[config.mk]
export PLATFORM = sky130hd
export DESIGN_NAME = cache_arbiter
export DESIGN_NICKNAME = d
export VERILOG_FILES = /design/src/rtl/cache_arbiter.sv
export SDC_FILE = /design/constraint.sdc
export NUM_CORES = 1
export LEC_CHECK = 0
export BUFFER_PORTS_ARGS = -buffer_cell sky130_fd_sc_hd__buf_2
export CAP_MARGIN = 20
export CORE_AREA = 2 2 536 538
export CTS_CLUSTER_DIAMETER = 200
export CTS_CLUSTER_SIZE = 20
export DETAILED_ROUTE_END_ITERATION = 16
export DIE_AREA = 0 0 538 540
export HOLD_SLACK_MARGIN = 0.02
export PLACE_DENSITY = 0.34
export SLEW_MARGIN = 5
export SYNTH_ARGS = -nofsm -noshare
export SYNTH_HDL_FRONTEND = slang
export SYNTH_SLANG_ARGS = --single-unit
[constraint.sdc]
create_clock -name clk -period 1.3 [get_ports clk]
set_input_delay 0.195 -clock clk [delete_from_list [all_inputs] [get_ports clk]]
set_output_delay 0.195 -clock clk [all_outputs]
set_load 0.01 [all_outputs]
[src/rtl/cache_arbiter.sv]
// Shares one physical memory port between an icache (fills) and a dcache (fills/write-backs).
// Define CACHE_ARBITER_ROUND_ROBIN_EN to alternate tie grants; otherwise the dcache wins ties.
module cache_arbiter (
  input  logic         clk,
  input  logic         rst,
  input  logic [31:0]  i_pmem_address,
  input  logic         i_pmem_read,
  output logic [255:0] i_pmem_rdata,
  output logic         i_pmem_resp,
  input  logic [31:0]  d_pmem_address,
  input  logic         d_pmem_read,
  input  logic         d_pmem_write,
  input  logic [255:0] d_pmem_wdata,
  output logic [255:0] d_pmem_rdata,
  output logic         d_pmem_resp,
  output logic [31:0]  mem_address,
  output logic         mem_read,
  output logic         mem_write,
  output logic [255:0] mem_wdata,
  input  logic [255:0] mem_rdata,
  input  logic         mem_resp
);
  typedef enum logic [1:0] {IDLE = 2'd0, SERVE_I = 2'd1, SERVE_D = 2'd2} state_t;

  state_t       state_reg, state_next;
  logic [31:0]  addr_reg, addr_next;
  logic         read_reg, read_next;
  logic         write_reg, write_next;
  logic [255:0] wdata_reg, wdata_next;
  logic         i_req, d_req, grant_d;

  assign i_req = i_pmem_read;
  assign d_req = d_pmem_read | d_pmem_write;

`ifdef CACHE_ARBITER_ROUND_ROBIN_EN
  logic last_d_reg;  // set when the dcache held the most recent grant
  assign grant_d = d_req & (~i_req | ~last_d_reg);

  always_ff @(posedge clk) begin
    if (rst) begin
      last_d_reg <= 1'b1;
    end else if (state_reg == IDLE && (i_req || d_req)) begin
      last_d_reg <= grant_d;
    end
  end
`else
  assign grant_d = d_req;
`endif

  always_comb begin
    state_next = state_reg;
    addr_next  = addr_reg;
    read_next  = read_reg;
    write_next = write_reg;
    wdata_next = wdata_reg;
    case (state_reg)
      IDLE: begin
        if (grant_d) begin
          // A simultaneous read+write from the dcache is treated as a write-back only.
          state_next = SERVE_D;
          addr_next  = d_pmem_address;
          write_next = d_pmem_write;
          read_next  = ~d_pmem_write;
          wdata_next = d_pmem_wdata;
        end else if (i_req) begin
          state_next = SERVE_I;
          addr_next  = i_pmem_address;
          read_next  = 1'b1;
          write_next = 1'b0;
        end
      end
      SERVE_I, SERVE_D: begin
        if (mem_resp) begin
          state_next = IDLE;
          read_next  = 1'b0;
          write_next = 1'b0;
        end
      end
      default: begin
        state_next = IDLE;
        read_next  = 1'b0;
        write_next = 1'b0;
      end
    endcase
  end

  always_ff @(posedge clk) begin
    if (rst) begin
      state_reg <= IDLE;
      addr_reg  <= 32'd0;
      read_reg  <= 1'b0;
      write_reg <= 1'b0;
      wdata_reg <= 256'd0;
    end else begin
      state_reg <= state_next;
      addr_reg  <= addr_next;
      read_reg  <= read_next;
      write_reg <= write_next;
      wdata_reg <= wdata_next;
    end
  end

  assign mem_address  = addr_reg;
  assign mem_read     = read_reg;
  assign mem_write    = write_reg;
  assign mem_wdata    = wdata_reg;

  assign i_pmem_rdata = mem_rdata;
  assign d_pmem_rdata = mem_rdata;
  assign i_pmem_resp  = mem_resp & (state_reg == SERVE_I);
  assign d_pmem_resp  = mem_resp & (state_reg == SERVE_D);
endmodule

==> results of run 1 <==
## worst max-delay path, delay by kind of cell, from the launching register on
family	cells	cell delay (ps)
buf+inv	3	280
fa+ha+maj	1	140
simple gates	1	130
flops	1	350
## cell families (layout without fill, tap and decap cells)
family | count (synthesis) | in the layout | synth area share, %
buffers and inverters | 622 | 1143 | 30.6
AOI/OAI and AO/OA | 331 | 331 | 13.7
and+or+nand+nor | 587 | 587 | 15.3
adders and majority gates | 3 | 3 | 0.258
other | 0 | 24 | 0
DFF | 292 | 292 | 40.1
## what timing repair did
item,4_1_cts,5_1_grt
pin swaps,111,138
setup endpoints to repair,579,584
resized for setup,205,344
endpoints found under the hold margin,292,0
hold buffers,325,0
setup buffers,34,19
gates cloned,22,26
## metrics by stage
stage,instance area (µm²),hold slack (ps),instances,worst slack (ps),power [W]
6_report,26500,250,6142,-463,0.0317
5_1_grt,26400,211,6128,-565,0.0335
4_1_cts,24700,168,6085,-575,0.0309
3_5_place_dp,18900,390,5665,-461,0.0186
3_3_place_gp,18900,390,5665,-447,0.0185
2_1_floorplan,14600,331,1835,-67.8,0.0154
## worst min path at each step
stage                     from                           end  slack [ps]  cells after the start
2_1_floorplan  d_pmem_wdata[0]     mem_wdata[0]$_SDFFE_PP0P_         330                      2
3_3_place_gp      mem_rdata[4]               i_pmem_rdata[4]         390                      0
3_5_place_dp      mem_rdata[4]               i_pmem_rdata[4]         390                      0
4_1_cts           d_pmem_write  mem_address[16]$_SDFFE_PP0P_         170                      4
5_1_grt           d_pmem_write  mem_address[16]$_SDFFE_PP0P_         210                      4
6_report          d_pmem_write  mem_address[22]$_SDFFE_PP0P_         250                      4
## routing by layer
| metal | vias to the layer above | GRT usage, % |
|---|---|---|
| met3 | 477 | 10.3 |
| met2 | 1042 | 15.0 |
| met5 | - | 0.117 |
| met4 | 24 | 4.61 |
| met1 | 6728 | 7.67 |
| li1 | 6427 | - |
## report_power, final
| group | total, W | switching, W | leakage, nW | internal [W] |
|---|---|---|---|---|
| registers | 0.0107 | 0.000735 | 2.41 | 0.00994 |
| clock network | 0.00867 | 0.00479 | 0.395 | 0.00388 |
| logic | 0.0123 | 0.00691 | 7.81 | 0.00542 |
## layout make-up
class / instances / area [µm²]
fillers: 33000 / 258000
repair buffers: 1101 / 9200
flip-flops and latches: 292 / 5860
multi-input cells: 921 / 5810
well taps: 3762 / 4710
clock buffers: 26 / 629
clock inverters: 13 / 181
diodes: 24 / 60.1
inverters: 3 / 11.3
## placed cells by master (no fill, tap or decap), types with 2 or more instances in the layout
master                          netlist  layout
sky130_fd_sc_hd__a311oi_2            32      32
sky130_fd_sc_hd__buf_4              542      42
sky130_fd_sc_hd__inv_12               0       2
sky130_fd_sc_hd__a21oi_1            260     117
sky130_fd_sc_hd__buf_6                6      15
sky130_fd_sc_hd__clkinv_8             0       2
sky130_fd_sc_hd__diode_2              0      24
sky130_fd_sc_hd__nand2b_1             2       2
sky130_fd_sc_hd__a21oi_2              0     143
sky130_fd_sc_hd__dfxtp_2              0       7
sky130_fd_sc_hd__nor2b_1              2       2
sky130_fd_sc_hd__buf_12               0      59
sky130_fd_sc_hd__nor2_4               0       3
sky130_fd_sc_hd__buf_8                0      12
sky130_fd_sc_hd__dfxtp_1            292     284
sky130_fd_sc_hd__clkbuf_16            0      44
sky130_fd_sc_hd__inv_8                0       2
sky130_fd_sc_hd__buf_16               0      21
sky130_fd_sc_hd__nand2_4              0     102
sky130_fd_sc_hd__o21ai_0             35      35
sky130_fd_sc_hd__nand2_2              0      51
sky130_fd_sc_hd__ha_4                 0       3
sky130_fd_sc_hd__clkinv_4             0       4
sky130_fd_sc_hd__buf_2               33     608
sky130_fd_sc_hd__nor2_2               1      14
sky130_fd_sc_hd__nor2_1              32      16
sky130_fd_sc_hd__nand2_1            544     391
sky130_fd_sc_hd__dlygate4sd3_1        0     325
sky130_fd_sc_hd__inv_2                0       2
sky130_fd_sc_hd__and2_4               0       2
==> results.json, run 1 <==
{
  "arrival_ps": 1570,
  "route.layer.met1.wl_mm": 42.8,
  "number_of_drc_violations_after_detailed_routing": 0,
  "grt_first_pass_wirelength_mm": 178,
  "globalRoute.totalOverflow": 0,
  "regToRegSetupSlack_ps": -450,
  "finish.net_count": 2928,
  "floorplan.die_area_um2": 291000,
  "synth_top_area_share_pct": 40.1,
  "detailroute.wirelength.met2_mm": 65.4,
  "fin_worst_skew_ps": 27.8,
  "finalHoldViolations": 0,
  "violated_checks": "setup timing",
  "tritoncts.num_buffers": 24,
  "initial_core_util_pct": 5.12,
  "synth_ff_type": "sky130_fd_sc_hd__dfxtp_1",
  "post_drt_via_cell_ratio": 2.39,
  "worstSetupStartpointType": "flip-flop",
  "layout-drive-gt1-share_pct": 50.0,
  "post-synth-top-count-cell": "sky130_fd_sc_hd__nand2_1",
  "placement_rows": 196,
  "critical_path.max_fanout": 2,
  "hold_path_class": "primary input to flip-flop",
  "fin_util_pct": 9.30,
  "grt_util_all_layers_pct": 9.70,
  "totalNegativeSetupSlack_ps": -143450,
  "routed-via-count": 14700,
  "drt-wirelength-per-cell_um": 24.8,
  "floorplan.die.height_um": 540,
  "postSynthAreaPerCell_um2": 7.93,
  "seq_area_frac_synth_pct": 40.1,
  "clock_tree.buffer_depth": 3,
  "setup_viol_count_final": 583,
  "clock_sinks": 292,
  "max_ffs_per_register": 256,
  "pin_count_of_the_biggest_net_entering_global_routing": 57,
  "coreArea_um2": 284000,
  "cp_data_required_time_ps": 1110,
  "ant_nets": 0,
  "globalplace.congestion": 0.884,
  "first_pass_iters": 6,
  "crit_end": "d_pmem_resp",
  "io_buffers": 617,
  "io_pins": 1386,
  "worst_setup_hold_path_clk_slew_ps": 90,
  "period_needed_ps": 1760,
  "cp_cell_sequence": "inv_2, buf_6, ha_4, and2_4, buf_12",
  "rsz_0062_raised_after_global_routing": "true",
  "synth_cell_types": 25,
  "synthesis.instances": 1835,
  "synth_async_sr_flop_share_pct": 0,
  "reg2reg_to": "mem_wdata[39]$_SDFFE_PP0P_",
  "slew_viol_final": 0,
  "maxClockFrequency_mhz": 567,
  "critical-path-slowest-cell": "sky130_fd_sc_hd__dfxtp_2",
  "first_global_vias": 14400,
  "power.leakage_nw": 10.6,
  "period_share_pct": 136,
  "worst_r2r_path_depth": 11,
  "synth.area.top_cells": "sky130_fd_sc_hd__dfxtp_1 (40%), sky130_fd_sc_hd__buf_4 (28%), sky130_fd_sc_hd__nand2_1 (14%)",
  "headroom_to_the_max_slew_limit_pct": 68.3,
  "post_synth_edffs": 0,
  "wl_met3_mm": 35.1,
  "worst_setup_path_startpoint": "state_reg[0]$_SDFFE_PP0P_",
  "worstSetupPathType": "flip-flop to output port",
  "worstMarginPinSlew_ps": 476,
  "hpwlAfterDp_mm": 126,
  "die_w_um": 538,
  "cell_taking_the_most_area_after_synthesis": "sky130_fd_sc_hd__dfxtp_1",
  "outcome": "finished, violations left",
  "synth_seq_cells": 292,
  "htree_num_levels": 1,
  "number_of_antenna_violations_at_the_first_check_in_global_routing": 70,
  "wirelength_mm": 152,
  "critical_path.max_stage_delay_ps": 350,
  "syn_area_um2": 14600,
  "syn2layout_area_growth_pct": 81.7,
  "worstSetupEndpointType": "output port",
  "rr_startpoint": "state_reg[0]$_SDFFE_PP0P_",
  "drt_iter0_drc": 929,
  "clock_insertion_delay_worst_skew_ps": 680,
  "tritoncts": "yes",
  "power.ir.vdd_worst_v": 0.000979,
  "postLayoutSetupSlackWorst_ps": -463,
  "synthTopCellsByCount": "sky130_fd_sc_hd__nand2_1 (544), sky130_fd_sc_hd__buf_4 (542), sky130_fd_sc_hd__dfxtp_1 (292)",
  "p_per_area_nw_per_um2": 1200,
  "highest-signal-layer": "met5",
  "cts-root-buf": "sky130_fd_sc_hd__clkbuf_16",
  "postSynthNetCount": 2420,
  "synth.yosys.warnings": 0,
  "max-cap-violations": 0
}
No activity file was read; power rests on OpenSTA's default activity.
==> inputs of run 2 (changes only) <==
--- a/config.mk
+++ b/config.mk
@@ -5,6 +5,7 @@
 export SDC_FILE = /design/constraint.sdc
 export NUM_CORES = 1
 export LEC_CHECK = 0
+export ABC_AREA = 1
 export BUFFER_PORTS_ARGS = -buffer_cell sky130_fd_sc_hd__buf_2
 export CAP_MARGIN = 20
 export CORE_AREA = 2 2 536 538
==> run 2 against run 1 <==
Effect of this change: the run still ends with setup timing left; clock-buffer cell count shrank 3; core utilization decreased by 0.98 points; area after synthesis down 0.20%; cell count grew 0.94%; fmax shrank 1.7%; critical endpoint is now mem_wdata[154]$_SDFFE_PP0P_.
==> results.json, run 2 <==
{
  "fin_util_pct": 8.32,
  "worstHoldEndpoint": "state_reg[1]$_SDFFE_PP0P_",
  "io_pins": 1386,
  "fraction_of_power_consumed_by_combinational_cells_pct": 40.4,
  "hp-start": "d_pmem_read",
  "synth_seq_cells": 292,
  "critical_path.max_fanout": 30,
  "fin_worst_skew_ps": 21.1,
  "wirelength_mm": 171,
  "postSynthNetCount": 2551,
  "first_global_vias": 14700,
  "power.leakage_nw": 9.81,
  "post_drt_via_cell_ratio": 2.41,
  "postLayoutSetupSlackWorst_ps": -494,
  "worst_r2r_path_depth": 10,
  "synth_cell_types": 16,
  "synthesis.instances": 1966,
  "outcome": "finished, violations left",
  "seqCellArea_um2": 5850,
  "drt_iter0_drc": 956,
  "post_synth_edffs": 0,
  "cell_taking_the_most_area_after_synthesis": "sky130_fd_sc_hd__dfxtp_1",
  "die_w_um": 538,
  "htree_num_levels": 1,
  "mostFrequentLayoutCells": "sky130_fd_sc_hd__buf_2 (615), sky130_fd_sc_hd__nor2_1 (541), sky130_fd_sc_hd__dlygate4sd3_1 (324)",
  "synth.yosys.warnings": 0,
  "post-synth-top-count-cell": "sky130_fd_sc_hd__nor2_1",
  "max_ffs_per_register": 256,
  "worst_setup_hold_path_clk_slew_ps": 90,
  "io_buffers": 617,
  "synth_async_sr_flop_share_pct": 0,
  "tritoncts": "yes",
  "floorplan.die_area_um2": 291000,
  "share_seq_of_total_power_pct": 36.2,
  "cts-root-buf": "sky130_fd_sc_hd__clkbuf_16",
  "first_pass_iters": 5,
  "layout-drive-gt1-share_pct": 34.0,
  "hold_path_depth": 6,
  "switchingPower_w": 0.0131,
  "regToRegSetupSlack_ps": -490,
  "grt_util_all_layers_pct": 11.0,
  "worstSetupStartpointType": "flip-flop",
  "worstMarginPinSlew_ps": 512,
  "slew_viol_final": 0,
  "hpwlAfterDp_mm": 150,
  "syn2layout_area_growth_pct": 62.8,
  "number_of_drc_violations_after_detailed_routing": 0,
  "grt_first_pass_wirelength_mm": 200,
  "ant_nets": 0,
  "globalRoute.totalOverflow": 0,
  "globalplace.congestion": 0.919,
  "internal-power_w": 0.0185,
  "headroom_to_the_max_slew_limit_pct": 65.9,
  "period_needed_ps": 1790,
  "period_share_pct": 138,
  "synth_top_area_share_pct": 40.2,
  "pin_count_of_the_biggest_net_entering_global_routing": 92,
  "seq_area_frac_synth_pct": 40.2,
  "multi_input_comb_area_um2": 4450,
  "finalHoldViolations": 0,
  "drt-wirelength-per-cell_um": 27.6,
  "postSynthAreaPerCell_um2": 7.39,
  "p_per_area_nw_per_um2": 1340,
  "maxClockFrequency_mhz": 558,
  "synth.area.top_cells": "sky130_fd_sc_hd__dfxtp_1 (40%), sky130_fd_sc_hd__buf_4 (27%), sky130_fd_sc_hd__nor2_1 (15%)",
  "hold_ws_ps": 162,
  "hold_path_class": "primary input to flip-flop",
  "place_worst_setup_slack_ps": -359,
  "finish.net_count": 3013,
  "max-cap-violations": 0,
  "number_of_antenna_violations_at_the_first_check_in_global_routing": 54,
  "coreArea_um2": 284000,
  "placement_rows": 196,
  "reg2reg_to": "mem_wdata[154]$_SDFFE_PP0P_",
  "layout.cells.most_common": "sky130_fd_sc_hd__buf_2",
  "syn_area_um2": 14500,
  "power.switching_fraction_pct": 41.5,
  "rr_startpoint": "state_reg[1]$_SDFFE_PP0P_",
  "worstSetupPathType": "flip-flop to flip-flop",
  "clockPowerShare_pct": 23.4,
  "cp_data_required_time_ps": 1810,
  "worstSetupEndpointType": "flip-flop",
  "tritoncts.num_buffers": 20,
  "power.ir.vdd_worst_v": 0.00112,
  "rsz_0062_raised_after_global_routing": "true",
  "floorplan.die.height_um": 540,
  "violated_checks": "setup timing",
  "clock_sinks": 292,
  "initial_core_util_pct": 5.11,
  "clock_insertion_delay_worst_skew_ps": 620,
  "routed-via-count": 15000,
  "synthTopCellsByCount": "sky130_fd_sc_hd__nor2_1 (577), sky130_fd_sc_hd__buf_4 (515), sky130_fd_sc_hd__dfxtp_1 (292)",
  "nFillCells": 33500,
  "arrival_ps": 2300,
  "setup_viol_count_final": 522,
  "clock_tree.buffer_depth": 3,
  "synth_ff_type": "sky130_fd_sc_hd__dfxtp_1"
}
run 2: cell type report:
type | instances | share of cell area [%]
multi-input cells | 1018 | 18.8
inverters | 44 | 0.809
clock inverters | 5 | 0.344
repair buffers | 1052 | 33.1
flip-flops and latches | 292 | 24.7
diodes | 4 | 0.0423
well taps | 3762 | 19.9
clock buffers | 23 | 2.30
run 2: critical path, stage by stage (launching register included):
cell and delay [ps]:
sky130_fd_sc_hd__dfxtp_2 330, sky130_fd_sc_hd__inv_2 80, sky130_fd_sc_hd__buf_12 100, sky130_fd_sc_hd__ha_4 140, sky130_fd_sc_hd__inv_4 50, sky130_fd_sc_hd__nor2_8 90
sky130_fd_sc_hd__buf_12 160, sky130_fd_sc_hd__inv_16 80, sky130_fd_sc_hd__buf_16 190, sky130_fd_sc_hd__nor2_1 270, sky130_fd_sc_hd__nor2_1 80
run 2: power groups by stage:
stage	Sequential, W	Combinational, W	Clock (W)
CTS	0.0114	0.0120	0.00774
floorplan	0.0122	0.00482	0
finish	0.0114	0.0128	0.00740
detailed placement	0.0116	0.0104	0
global placement	0.0116	0.0105	0
global route	0.0116	0.0140	0.00794
run 2: worst max-delay path by stage:
stage | from | end | slack, ps | cells past startpoint
finish | state_reg[1]$_SDFFE_PP0P_ | mem_wdata[154]$_SDFFE_PP0P_ | -490 | 10
global route | state_reg[1]$_SDFFE_PP0P_ | mem_wdata[98]$_SDFFE_PP0P_ | -530 | 10
CTS | state_reg[1]$_SDFFE_PP0P_ | i_pmem_resp | -440 | 6
detailed placement | state_reg[0]$_SDFFE_PP0P_ | mem_wdata[48]$_SDFFE_PP0P_ | -360 | 10
global placement | state_reg[0]$_SDFFE_PP0P_ | mem_wdata[159]$_SDFFE_PP0P_ | -360 | 10
floorplan | state_reg[1]$_SDFFE_PP0P_ | mem_wdata[100]$_SDFFE_PP0P_ | 8 | 9
run 2: timing repair:
action	in CTS	in global routing
buffers inserted	3	4
endpoints found under the setup margin	580	584
hold buffers	324	0
pin swaps	4	1
cloned	4	14
hold endpoints to repair	292	0
gates resized for setup	69	103
run 2: through the flow:
step           total power, W  cells  area, µm²  setup TNS [ps]
3_3_place_gp           0.0221   5819      18900          -72770
4_1_cts                0.0312   6178      23200         -144340
6_report               0.0316   6200      23700         -127280
3_5_place_dp           0.0220   5819      18900          -73660
2_1_floorplan          0.0170   1966      14600               0
5_1_grt                0.0335   6198      23600         -169840
run 2: logic make-up (layout without fill, tap and decap cells):
group,after synthesis,after routing,share of synthesized area (%)
fa+ha+maj,3,3,0.258
compound gates,262,262,9.02
other cells,0,4,0
flops,292,292,40.2
buf+inv,656,1124,30.8
simple gates,753,753,19.7
run 2: metal layers:
metal	GRT usage [%]	wire length [µm]	vias up
met5	0.400	157	-
met4	1.96	3380	8
met3	14.5	49300	226
met2	17.7	75800	1578
met1	7.78	42500	6647
li1	-	-	6497
==> inputs of run 3 (changes only) <==
--- a/config.mk
+++ b/config.mk
@@ -6,15 +6,15 @@
 export NUM_CORES = 1
 export LEC_CHECK = 0
 export ABC_AREA = 1
-export BUFFER_PORTS_ARGS = -buffer_cell sky130_fd_sc_hd__buf_2
 export CAP_MARGIN = 20
 export CORE_AREA = 2 2 536 538
 export CTS_CLUSTER_DIAMETER = 200
 export CTS_CLUSTER_SIZE = 20
 export DETAILED_ROUTE_END_ITERATION = 16
 export DIE_AREA = 0 0 538 540
+export DONT_BUFFER_PORTS = 1
 export HOLD_SLACK_MARGIN = 0.02
-export PLACE_DENSITY = 0.34
+export PLACE_DENSITY = 0.3
 export SLEW_MARGIN = 5
 export SYNTH_ARGS = -nofsm -noshare
 export SYNTH_HDL_FRONTEND = slang
==> run 3 against run 2 <==
Effect of this change: the flow still finishes with violations (setup timing); critical path type unchanged; global-route usage down 0.41 points; sequential power up 6%; combinational power down 13%; total power down 3.2%; wire length down 4.5%; sequential share of layout area up 2.0 points; worst setup slack better by 110 ps.
==> results.json, run 3 (synthesis results as in run 2) <==
{
  "outcome": "finished, violations left",
  "violated_checks": "setup timing",
  "period_share_pct": 130,
  "critical_path.max_stage_delay_ps": 340,
  "first_global_vias": 13100,
  "regToRegSetupSlack_ps": -390,
  "rsz_0062_raised_after_global_routing": "true",
  "layout-drive-gt1-share_pct": 18.7,
  "hold_path_class": "primary input to flip-flop",
  "detailroute.wirelength.met2_mm": 73.1,
  "post_drt_via_cell_ratio": 2.28,
  "hold_path_depth": 6,
  "seqCellArea_um2": 5850,
  "worstHoldEndpoint": "mem_address[20]$_SDFFE_PP0P_",
  "critical-path-slowest-cell": "sky130_fd_sc_hd__dfxtp_2",
  "final_cell_count_no_fill": 5755,
  "hpwlAfterDp_mm": 145,
  "worstMarginPinSlew_ps": 518,
  "worstSetupStartpointType": "flip-flop",
  "fraction_of_power_consumed_by_combinational_cells_pct": 36.4,
  "fin_util_pct": 7.70,
  "clock_insertion_delay_worst_skew_ps": 660,
  "maxClockFrequency_mhz": 592,
  "power.ir.vdd_worst_v": 0.00118,
  "grt_first_pass_wirelength_mm": 191,
  "htree_num_levels": 1,
  "wirelength_mm": 164,
  "placed_cells": 5351,
  "rr_startpoint": "state_reg[0]$_SDFFE_PP0P_",
  "critical_path.max_fanout": 7,
  "number_of_drc_violations_after_detailed_routing": 0,
  "initial_core_util_pct": 5.11,
  "power.switching_fraction_pct": 40.5,
  "power.leakage_nw": 7.95,
  "highest-signal-layer": "met5",
  "max-cap-violations": 0,
  "coreArea_um2": 284000,
  "drt-wirelength-per-cell_um": 28.4,
  "floorplan.die.height_um": 540,
  "ant_nets": 0,
  "routed-via-count": 13100,
  "cp_data_required_time_ps": 1890,
  "pin_count_of_the_biggest_net_entering_global_routing": 60,
  "mostFrequentLayoutCells": "sky130_fd_sc_hd__nor2_1 (544), sky130_fd_sc_hd__dlygate4sd3_1 (325), sky130_fd_sc_hd__dfxtp_1 (290)",
  "io_buffers": 0,
  "nFillCells": 33500,
  "die_w_um": 538,
  "critPathTopFamily": "buffers and inverters",
  "clockPowerShare_pct": 23.9,
  "cp_cell_sequence": "inv_2, ha_4, inv_4, nor2_8, buf_12, buf_6, buf_12, clkbuf_16, o21ai_1, nor2_1",
  "switchingPower_w": 0.0124,
  "multi_input_comb_area_um2": 4490,
  "syn2layout_area_growth_pct": 50.7,
  "floorplan.die_area_um2": 291000,
  "p_per_area_nw_per_um2": 1400,
  "clock_tree.buffer_depth": 3,
  "timing.critical_path.buf_inv": 6,
  "tritoncts.num_buffers": 21,
  "layout.cells.most_common": "sky130_fd_sc_hd__nor2_1",
  "arrival_ps": 2280,
  "setup_viol_count_final": 443,
  "period_needed_ps": 1690,
  "globalRoute.totalOverflow": 0,
  "postLayoutSetupSlackWorst_ps": -388,
  "slew_viol_final": 0,
  "tritoncts": "yes",
  "finish.net_count": 2556,
  "first_pass_iters": 5,
  "max_ffs_per_register": 256,
  "hp-start": "d_pmem_read",
  "worstSetupPathType": "flip-flop to flip-flop",
  "internal-power_w": 0.0182,
  "wl_met3_mm": 48.6,
  "share_seq_of_total_power_pct": 39.7,
  "headroom_to_the_max_slew_limit_pct": 65.4,
  "worst_setup_hold_path_clk_slew_ps": 100,
  "worstSetupEndpointType": "flip-flop",
  "globalplace.congestion": 0.872,
  "worst_r2r_path_depth": 10,
  "drt_iter0_drc": 780,
  "crit_cells": 10,
  "number_of_antenna_violations_at_the_first_check_in_global_routing": 62,
  "fin_worst_skew_ps": 48.2,
  "placement_rows": 196,
  "reg2reg_to": "mem_wdata[21]$_SDFFE_PP0P_",
  "route.layer.met1.wl_mm": 36.5,
  "cpMostUsedCell": "sky130_fd_sc_hd__buf_12",
  "clock_sinks": 292,
  "grt_util_all_layers_pct": 10.6,
  "io_pins": 1386,
  "finalHoldViolations": 0,
  "cts-root-buf": "sky130_fd_sc_hd__clkbuf_16"
}
-- run 3: final cells by class --
type	instances	area share (%)
Multi-Input combinational cell	1018	20.5
Tap cell	3762	21.5
Clock buffer	23	2.48
Clock inverter	7	0.400
Antenna cell	15	0.171
Sequential cell	292	26.7
Inverter	44	0.874
Timing Repair Buffer	594	27.4
-- run 3: power groups by stage --
stage | Combinational [W] | Sequential, W | Clock [W]
2_1_floorplan | 0.00482 | 0.0122 | 0
3_3_place_gp | 0.00841 | 0.0123 | 0
3_5_place_dp | 0.00841 | 0.0123 | 0
4_1_cts | 0.0107 | 0.0121 | 0.00774
5_1_grt | 0.0123 | 0.0123 | 0.00796
6_report | 0.0111 | 0.0121 | 0.00733
-- run 3: routing by layer --
metal	vias up	track usage, %
met3	246	14.4
met5	-	1.02
met2	1554	17.1
met1	5696	6.86
li1	5594	-
met4	11	2.54
-- run 3: through the flow --
stage	total power (W)	TNS (ps)	hold slack, ps	area [µm²]	setup WS [ps]
2_1_floorplan	0.0170	0	264	14600	8.12
3_3_place_gp	0.0207	-69780	285	16900	-495
3_5_place_dp	0.0207	-67980	283	16900	-477
4_1_cts	0.0305	-99660	89.7	21400	-368
5_1_grt	0.0325	-125330	179	21900	-446
6_report	0.0306	-92000	169	21900	-388
-- run 3: how the worst max path moves through the flow --
stage | slack [ps] | endpoint | from
CTS | -370 | d_pmem_resp | state_reg[0]$_SDFFE_PP0P_
floorplan | 8 | mem_wdata[100]$_SDFFE_PP0P_ | state_reg[1]$_SDFFE_PP0P_
finish | -390 | mem_wdata[21]$_SDFFE_PP0P_ | state_reg[0]$_SDFFE_PP0P_
detailed placement | -480 | mem_wdata[213]$_SDFFE_PP0P_ | state_reg[1]$_SDFFE_PP0P_
global placement | -500 | mem_wdata[250]$_SDFFE_PP0P_ | state_reg[1]$_SDFFE_PP0P_
global route | -450 | mem_wdata[7]$_SDFFE_PP0P_ | state_reg[0]$_SDFFE_PP0P_
-- run 3: worst min-delay path, delay by kind of cell --
family / cells / cell delay, ps
AND/OR/NAND/NOR: 5 / 310
buffers and inverters: 1 / 230
-- run 3: timing repair --
action | CTS | global route
resized for setup | 140 | 90
hold buffers | 325 | 0
buffers inserted | 11 | 9
cloned | 8 | 8
setup endpoints to repair | 510 | 497
endpoints found under the hold margin | 292 | 0
pin swaps | 14 | 37
